$ cat config.mk
export PLATFORM = sky130hd
export DESIGN_NAME = codebook_loader
export DESIGN_NICKNAME = d
export VERILOG_FILES = /design/src/rtl/codebook_loader.sv
export SDC_FILE = /design/constraint.sdc
export NUM_CORES = 1
export LEC_CHECK = 0
export ABC_AREA = 1
export ABC_CLOCK_PERIOD_IN_PS = 1500
export CORE_MARGIN = 8
export CORE_UTILIZATION = 39
export CTS_CLUSTER_DIAMETER = 120
export CTS_CLUSTER_SIZE = 14
export DETAILED_ROUTE_END_ITERATION = 16
export GPL_TIMING_DRIVEN = 1
export PLACE_DENSITY = 0.76
export RECOVER_POWER = 100
export SLEW_MARGIN = 5
export SYNTH_ARGS = -nofsm -noshare
export SYNTH_HDL_FRONTEND = slang
export SYNTH_SLANG_ARGS = --single-unit
$ cat constraint.sdc
create_clock -name clk -period 1.5 [get_ports clk]
set_clock_uncertainty 0.15 [all_clocks]
set_input_delay 0.3 -clock clk [delete_from_list [all_inputs] [get_ports clk]]
set_output_delay 0.3 -clock clk [all_outputs]
set_load 0.1 [all_outputs]
$ cat src/rtl/codebook_loader.sv
// codebook_loader: reads the initial SOM codebook out of RAM_W and streams it to the
// VEP weight registers as indexed load strobes, one entry per cycle.
module codebook_loader #(
    parameter int N_ENTRIES = 64,
    parameter int BASE_ADDR = 0,
    parameter int RD_LAT    = 1
) (
    input  logic        clk,
    input  logic        rst,
    input  logic        start,
    input  logic        abort,
    input  logic [23:0] RAM_W_Q,
    output logic        RAM_W_OE,
    output logic [17:0] RAM_W_A,
    output logic        load_valid,
    output logic [5:0]  load_idx,
    output logic [23:0] load_data,
    output logic        busy,
    output logic        load_done
);

    typedef enum logic [1:0] {
        S_IDLE,
        S_READ,
        S_DRAIN,
        S_DONE
    } state_t;

    localparam logic [5:0]  LAST_IDX = 6'(N_ENTRIES - 1);
    localparam logic [17:0] BASE     = 18'(BASE_ADDR);

    state_t            state;
    state_t            state_next;
    logic [5:0]        k;                    // index of the address currently on RAM_W_A
    logic [RD_LAT-1:0] issued;               // one bit per read still travelling through the SRAM
    logic [5:0]        idx_pipe [RD_LAT];    // index travelling alongside each issued bit
    logic              last_delivered;

    // The final entry is on the load bus this cycle, so the codebook is complete.
    assign last_delivered = load_valid && (load_idx == LAST_IDX);

    // State register.
    always_ff @(posedge clk or negedge rst) begin
        // NOTE: every flop is written with <= so all registers update from pre-edge values;
        // a blocking = here would let later blocks see the new state within the same edge.
        if (!rst) begin
            state <= S_IDLE;
        end else begin
            state <= state_next;
        end
    end

    // Next-state logic; abort takes priority over every other event outside IDLE.
    always_comb begin
        // NOTE: defaulting state_next before the case keeps every path assigned, so no latch.
        state_next = state;
        case (state)
            S_IDLE: begin
                if (start && !abort) begin
                    state_next = S_READ;
                end
            end
            S_READ: begin
                if (abort) begin
                    state_next = S_IDLE;
                end else if (k == LAST_IDX) begin
                    state_next = S_DRAIN;
                end
            end
            S_DRAIN: begin
                if (abort) begin
                    state_next = S_IDLE;
                end else if (last_delivered) begin
                    state_next = S_DONE;
                end
            end
            S_DONE: begin
                state_next = S_IDLE;
            end
            default: begin
                state_next = S_IDLE;
            end
        endcase
    end

    // Output decode: OE only while addresses are issued, busy from READ through DONE.
    always_comb begin
        RAM_W_OE  = 1'b0;
        busy      = 1'b0;
        load_done = 1'b0;
        case (state)
            S_READ: begin
                RAM_W_OE = 1'b1;
                busy     = 1'b1;
            end
            S_DRAIN: begin
                busy = 1'b1;
            end
            S_DONE: begin
                busy      = 1'b1;
                load_done = 1'b1;
            end
            default: begin
            end
        endcase
    end

    // Address counter: RAM_W_A is a register so the SRAM never sees a decoded glitch.
    always_ff @(posedge clk or negedge rst) begin
        if (!rst) begin
            k       <= '0;
            RAM_W_A <= '0;
        end else if (state_next == S_IDLE) begin
            k       <= '0;
            RAM_W_A <= '0;
        end else if (state == S_IDLE) begin
            k       <= '0;
            RAM_W_A <= BASE;
        end else if ((state == S_READ) && (state_next == S_READ)) begin
            k       <= k + 6'd1;
            RAM_W_A <= BASE + {12'd0, k + 6'd1};
        end
    end

    // Read-tracking shift register: an issued bit and its index emerge as RAM_W_Q becomes valid.
    always_ff @(posedge clk or negedge rst) begin
        if (!rst) begin
            issued <= '0;
            // NOTE: this small index pipeline is flops, not a RAM, so it is cleared on reset
            // like any other state; a true memory array would be left unreset.
            for (int i = 0; i < RD_LAT; i++) begin
                idx_pipe[i] <= '0;
            end
        end else if (abort) begin
            issued <= '0;
        end else begin
            issued[0]   <= RAM_W_OE;
            idx_pipe[0] <= k;
            for (int i = 1; i < RD_LAT; i++) begin
                issued[i]   <= issued[i-1];
                idx_pipe[i] <= idx_pipe[i-1];
            end
        end
    end

    // Load bus register: captures the SRAM word and its index; holds both between strobes.
    always_ff @(posedge clk or negedge rst) begin
        if (!rst) begin
            load_valid <= 1'b0;
            load_idx   <= '0;
            load_data  <= '0;
        end else if (abort) begin
            load_valid <= 1'b0;
        end else begin
            load_valid <= issued[RD_LAT-1];
            if (issued[RD_LAT-1]) begin
                load_idx  <= idx_pipe[RD_LAT-1];
                load_data <= RAM_W_Q;
            end
        end
    end

endmodule
==> results.txt, run 1 <==
The flow ran to the end, but the final reports show violations. The final reports fail on setup timing. The tools report the number of library cell types mapped by synthesis as 25. The smallest clock period supported by the final layout is computed as 1.58 ns. The number of failing hold endpoints at the final stage was 0; the final count of negative-setup-slack endpoints was 10.

The worst path uses 105% of the clock period. The maximum frequency from static timing analysis is 0.632 GHz. The net count of the finished layout is 350. The startpoint of the most critical hold path was idx_pipe[5]$_DFFE_PN0N_. In this run, synthesis inferred 0 flip-flops with an integrated enable. The number of buffers between clock root and the deepest sink is 2, and the worst setup slack before clock tree synthesis is -0.183 ns. The tools report the remaining global-route overflow as 0. The worst setup path is of the reg2out kind. For this block, the routed nets add up to 5570 um of wire. The most common flop cell mapped by yosys is dfrtp_1. Buffers placed on the I/O ports in this run total 67.

Setup repair after global routing could not meet its margin everywhere. Setup slack on the worst reg-to-reg path comes out at -0.02 ns. The number of global-route vias before repair was 1,830. In the post-synthesis netlist, the biggest area contributors are dfrtp_1 (56%), nand2_1 (20%), buf_4 (5.5%), inv_1 (2.0%), o21ai_0 (1.7%).

Counting flops and latches in the post-synthesis netlist gives 46. The combined area of all synthesized cells is 2050 um^2. The worst register-to-register path ends at RAM_W_A[4]$_DFFE_PN0P_. The tool flagged a number of max-cap violations equal to 0. Of the total power, the clock network draws 19.2%.

The critical-path maximum fanout is 4, and the number of buffers created by CTS is 5. Summing the sequential cell areas from Yosys gives 56.2% of the chip area. Ranked by instance count, the synthesized netlist is headed by nand2_1 (110), dfrtp_1 (46), buf_4 (15). For the count of final max-slew check failures, the log shows 0. dfrtp_1 takes more of the synthesized area than any other cell.

Once placement completed, the tool counted placed cells totaling 375. The slew at the pin with the worst max-slew slack was 0.608 ns; the detailed-route via count was 1,780. The worst setup path is launched from a flip-flop.

The count of nets left with antenna violations once routing finished came out at 0. TritonCTS built the clock tree. The tools report the DRC marker count from the first detailed-route iteration as 68.

The floorplan step defined a core boundary enclosing 5070 um^2. The number of vias per cell was 4.54; the latest clock arrival within the worst-skew pair was 0.29 ns. In the synthesized netlist the async set-or-reset flop fraction comes to 100%. The clock sink count was 46; the cell count of the worst hold path was 2. The tools report the wire length of the first global-routing pass as 8290 um. The tree is rooted in a clkbuf_8.

In this run the tightest slew margin relative to its limit is 59.4%. In this run the power density over the cells is 1290 nW/um^2. The y dimension of the die was 88.4 um; the die footprint was 7820 um^2. The worst reg-to-reg path cell count was 6; the pin count of the biggest net entering global routing was 47.

The minimum setup slack in the final design came out at -0.0817 ns. 0 antenna diodes ended up in the layout. The top cell type's share of synthesized area is 56.2%, and the final weighted congestion in routability-driven placement is 0.866. The initial utilization of the core area, before any placement, comes to 40.3%.

The cell count after synthesis came out at 234. The overall routing resource usage was 13.6%. The capturing element type of the critical path was a primary output. The H-tree was split into 2 levels. The worst register-to-register path begins at RAM_W_A[1]$_DFFE_PN0P_. At the worst endpoint, the required time is 1.05 ns.

Of the total power, the share spent switching nets is 47.3%. The tools report the static leakage power as 1.50 nW. During synthesis, Yosys emitted a total of 0 warnings. For this design the top-level I/O count stands at 80.

The tools report the sequential cell fraction of total power as 36.6%. The tools report the worst min-delay path endpoint as load_idx[5]$_DFFE_PN0P_. The clock-pin slew of the registers on the worst-case setup and hold paths is 0.08 ns. In the post-synthesis netlist, the cell with the most instances is nand2_1. The floorplan has 26 rows. The run gives 44.2% as the proportion of power drawn by combinational gates. The net load switching power is 0.00189 W. Data on the critical path arrives at its endpoint at 1.13 ns.

The internal power component is 0.00211 W, and the peak supply drop is 851 uV. In the final routed layout, each cell accounts on average for 14.2 um. The horizontal die dimension is 88.4 um, and the number of antenna violations at the first check in global routing is 0. The pre-antenna-repair detailed-routing pass consisted of 4 iterations. The run gives 0 as the DRC violation count after routing.

The average size of a mapped cell is 8.75 um^2, and the final HPWL from detailed placement is 4020 um. Share of post-route cells with drive strength above 1: 32.6%. The tightest min-delay check is of the reg2reg type.

The tightest hold path in the finished design has a slack of 0.330 ns. The area growth from synthesis to layout is 51.1%. The finished layout holds 392 standard cells, fillers aside.
==> registers in the layout, indices dropped and copies added, names as in the netlist <==
name and flops:
load_data 24, RAM_W_A 6, idx_pipe 6, load_idx 6, state 2, issued 1
load_valid 1
==> timing repair <==
item                                   CTS  global route
hold buffers                             1             0
setup endpoints to repair                6            12
resized for setup                        4            10
buffers inserted                         4             4
pin swaps                                0             2
endpoints found under the hold margin   46             0
==> per-layer routing <==
metal	vias up	share of wire [%]	wire length, um	track usage (%)
li1	872	-	-	-
met1	849	44	2460	15.2
met2	51	50	2810	24.3
met3	8	4.4	247	4.09
met4	0	1.0	56	3.99
met5	-	0	0	0
==> kinds of logic (layout without fill, tap and decap cells) <==
group | Yosys count | after routing | share of synthesized area (%)
adder cells (fa/ha/maj) | 1 | 1 | 0.611
buffers and inverters | 35 | 112 | 10.1
other | 1 | 12 | 0.183
AND/OR/NAND/NOR | 134 | 134 | 27.8
AO/OA/AOI/OAI | 16 | 16 | 4.65
flip-flops | 46 | 46 | 56.2
XOR/XNOR | 1 | 1 | 0.428
==> per-stage QoR <==
step / utilization, % / area [um^2] / TNS [ns] / total power [W]
global route: 60.9 / 3090 / -1.44 / 0.00416
global placement: 64.6 / 3280 / -3.53 / 0.00365
detailed placement: 64.6 / 3280 / -4.41 / 0.00368
CTS: 67.5 / 3430 / -0.311 / 0.00445
floorplan: - / 2140 / -0.690 / 0.00283
finish: 60.9 / 3090 / -0.362 / 0.00400
==> critical path, stage by stage, from the launching register on <==
cell and delay (ns):
dfrtp_2 0.47, nor2_4 0.18, buf_12 0.19
==> placed cells by master, fill, tap and decap left out, drive strengths merged <==
cell type	count
a21oi	2
clkdlybuf4s50	26
inv	15
o21bai	1
clkbuf	11
nand3	5
ha	1
clkinvlp	1
nor3	1
nor2	12
nand4	5
buf	57
o22ai	1
conb	12
nand2	111
o21ai	12
dlygate4sd3	1
xnor2	1
clkinv	1
dfrtp	46
==> how the worst max path moves through the flow <==
| stage | endpoint | cells after the start | slack (ns) | startpoint |
|---|---|---|---|---|
| 2_1_floorplan | RAM_W_A[0]$_DFFE_PN0P_ | 7 | -0.12 | RAM_W_A[1]$_DFFE_PN0P_ |
| 3_3_place_gp | RAM_W_A[1]$_DFFE_PN0P_ | 7 | -0.14 | abort |
| 3_5_place_dp | RAM_W_A[1]$_DFFE_PN0P_ | 7 | -0.18 | abort |
| 4_1_cts | busy | 3 | -0.09 | state[1]$_DFF_PN0_ |
| 5_1_grt | RAM_W_A[3]$_DFFE_PN0P_ | 7 | -0.1 | RAM_W_A[1]$_DFFE_PN0P_ |
| 6_report | RAM_W_OE | 2 | -0.08 | state[1]$_DFF_PN0_ |
==> layout make-up <==
class	instances	area, um^2
fillers	458	1980
flip-flops and latches	46	1180
repair buffers	88	882
multi-input cells	164	783
well taps	70	87.6
clock buffers	7	86.3
inverters	16	71.3
clock inverters	1	5.00
==> power by group through the flow <==
stage / clock network [W] / registers [W] / logic (W)
floorplan: 0 / 0.00249 / 0.000343
global placement: 0 / 0.00155 / 0.00209
detailed placement: 0 / 0.00156 / 0.00211
CTS: 0.000783 / 0.00154 / 0.00212
global route: 0.000845 / 0.00148 / 0.00183
finish: 0.000768 / 0.00147 / 0.00177
No activity file was read; power rests on OpenSTA's default activity.
==> run 2: changes to the inputs <==
CAP_MARGIN = 10   (was not set)
SKIP_CTS_REPAIR_TIMING = 1   (was not set)
==> run 2 against run 1 <==
  * The run still ends with setup timing left
  * Worst hold slack about the same
  * Register-to-register slack got worse by 0.03 ns
  * Utilization rose by 7.5 points
  * Sequential power is 5% higher
  * Critical path type unchanged
  * Critical path depth stayed put
  * Combinational power grew 19%
  * First-iteration DRC count increased by 26%
  * Final cell count up 0.26%
  * Total power increased by 10%
==> results.txt, run 2 (same netlist as run 1, synthesis figures left out) <==
The flow ran to the end, but the final reports show violations. The final reports fail on setup timing. Flip-flop count of the largest register, all copies and words added: 24. In this run the deepest clock path goes through 2 buffers. The number of global-route vias before repair came out at 1,794. For this run, design rule violations remaining after detail routing come to 0. At the pin with the least slew margin, the transition time is 0.615 ns.

The capturing element type of the critical path was a primary output. The worst setup path is of the reg2out kind. The tools report the final count of negative-setup-slack endpoints as 8.

The tools report the total core area as 5070 um^2. The run gives 788 um^2 as the area of the multi-input gates. After global routing the overflow that remains totals 0.

Most common cell after layout, fill and taps aside: nand2_1. After detailed routing, the average wire length per cell comes to 13.9 um. The tools report the reg-to-reg startpoint as RAM_W_A[1]$_DFFE_PN0P_.

The total detailed-routing wirelength came out at 5460 um. The tools report the final weighted congestion in routability-driven placement as 0.866. The worst path arrival time is 1.15 ns. Final critical-path share of the clock period: 107%. The worst pin sits at a relative slew slack of 59.0%. For this design the top-level I/O count stands at 80.

The final HPWL from detailed placement was 4020 um. The worst setup path is launched from a flip-flop. The tools report the startpoint of the most critical hold path as idx_pipe[5]$_DFFE_PN0N_. Global routing consumed, over all layers together, 13.4% of the routing resources. The post-route netlist has 33.1% of its cells at a drive strength greater than 1. The logs give 351 for the net total in the final layout and 0.29 ns for the latest clock arrival within the worst-skew pair. Leaving out filler cells and counting taps, the final layout contains 393. Across the run, the number of max-cap violations was 0.

The fraction of the core area covered by cells at the end of the flow was 68.5%; the critical-path maximum fanout was 6. The first TritonRoute pass finished after 4 iterations. Summing all flip-flop and latch instances after layout gives 1180 um^2. For the worst setup path, the data required time is 1.05 ns. The cell at the root of the clock tree was clkbuf_8.

In this run the critical register-to-register path is captured at RAM_W_A[5]$_DFFE_PN0P_. The cell area power density works out to 1270 nW/um^2. IR analysis of the VDD net gives a maximum drop of 928 uV. The H-tree depth was 2; the horizontal die dimension was 88.4 um. In the final timing run, aggregate negative setup slack is -0.423 ns.

The number of buffers created by CTS is 5, and the clock sink count is 46. The number of core rows came out at 26. The logs give 0 for the count of final max-slew check failures and 7820 um^2 for the die footprint.

The number of antenna violations at the first check in global routing was 0. The min-delay analysis places its worst path in the category reg2reg. The minimum setup slack in the final design came out at -0.0988 ns. Setup repair after global routing could not meet its margin everywhere. For this run, the top clock speed supported by timing is 0.625 GHz. Summed over all cells, the static leakage comes to 1.63 nW.

After detailed placement, the design holds a cell count of 375. The worst path needs 1.60 ns of the cycle, external delays included. The tools report the worst min-delay path endpoint as load_idx[5]$_DFFE_PN0P_. The tools report the detailed-route via count as 1,806. The worst register-to-register path has a depth of 8. In this run the tool buffered the top-level ports with 67 buffer cells. The wire length of the first global-routing pass is 8140 um, and the clock-pin slew of the registers on the worst-case setup and hold paths is 0.08 ns.

The run gives 0.00440 W as the total power. The register with the most flip-flops in the final layout is load_data. The cell count of the worst hold path works out to 2. The run gives 0 as the number of failing hold endpoints at the final stage. The floorplan step set the die height to 88.4 um.

The pin count of the biggest net entering global routing came out at 47. Once the floorplan was initialized, standard cells occupied 40.3% of the core. OpenSTA, run right after detailed placement, puts the worst setup slack at -0.183 ns. Across all register-to-register paths, the minimum setup slack is -0.05 ns. The number of vias per cell came out at 4.60. TritonCTS built the clock tree. Synthesis-to-finish area growth: 69.8%.

Leaving out fill and tap cells, the most frequent cells in the layout are nand2_1 (106), buf_12 (42), dfrtp_1 (31). The layout has 394 filler cells. The detail route stage leaves a number of antenna-violating nets equal to 0.

After the first detailed-routing iteration, the DRC count stood at 86. The run gives 0 as the final antenna diode count.
## run 2: how the worst max path moves through the flow
stage | start | end | cells after the start
3_3_place_gp | abort | RAM_W_A[1]$_DFFE_PN0P_ | 7
6_report | state[1]$_DFF_PN0_ | RAM_W_OE | 2
2_1_floorplan | RAM_W_A[1]$_DFFE_PN0P_ | RAM_W_A[0]$_DFFE_PN0P_ | 7
3_5_place_dp | abort | RAM_W_A[1]$_DFFE_PN0P_ | 7
5_1_grt | state[0]$_DFF_PN0_ | RAM_W_OE | 3
4_1_cts | state[1]$_DFF_PN0_ | load_done | 3
## run 2: layout make-up
| cell class | instances | share of cell area [%] |
|---|---|---|
| timing repair buffer | 89 | 36.2 |
| tap | 70 | 2.52 |
| clock buffer | 7 | 2.48 |
| inverter | 16 | 2.05 |
| clock inverter | 1 | 0.144 |
| sequential | 46 | 33.9 |
| multi-input combinational | 164 | 22.7 |
## run 2: routing by layer
layer	track usage, %	wire [um]
met2	23.5	2710
met3	4.09	363
met4	3.99	81
met1	15.1	2310
met5	0	0
## run 2: worst max-delay path: stages (launching register included)
cell	delay, ns
dfrtp_2	0.49
nor2_4	0.18
buf_12	0.19
## run 2: per-stage QoR
step / hold slack, ns / area [um^2]
after floorplan: -0.146 / 2140
after global placement: 0.149 / 3280
after detailed placement: 0.148 / 3280
after CTS: -0.171 / 3370
after global routing: 0.365 / 3480
final: 0.330 / 3480
## run 2: report_power, final
group / total [W] / leakage [nW] / switching, W / internal (W)
logic: 0.00210 / 1.00 / 0.00141 / 0.000690
registers: 0.00154 / 0.579 / 0.000157 / 0.00138
clock network: 0.000766 / 0.0482 / 0.000394 / 0.000372
total: 0.00440 / 1.63 / 0.00196 / 0.00244
==> run 3: changes to the inputs <==
HOLD_SLACK_MARGIN = 0.15   (was not set)
TNS_END_PERCENT = 100   (was not set)
==> results of run 3 <==
The final DEF is identical to that of run 2; final timing and power are the same.
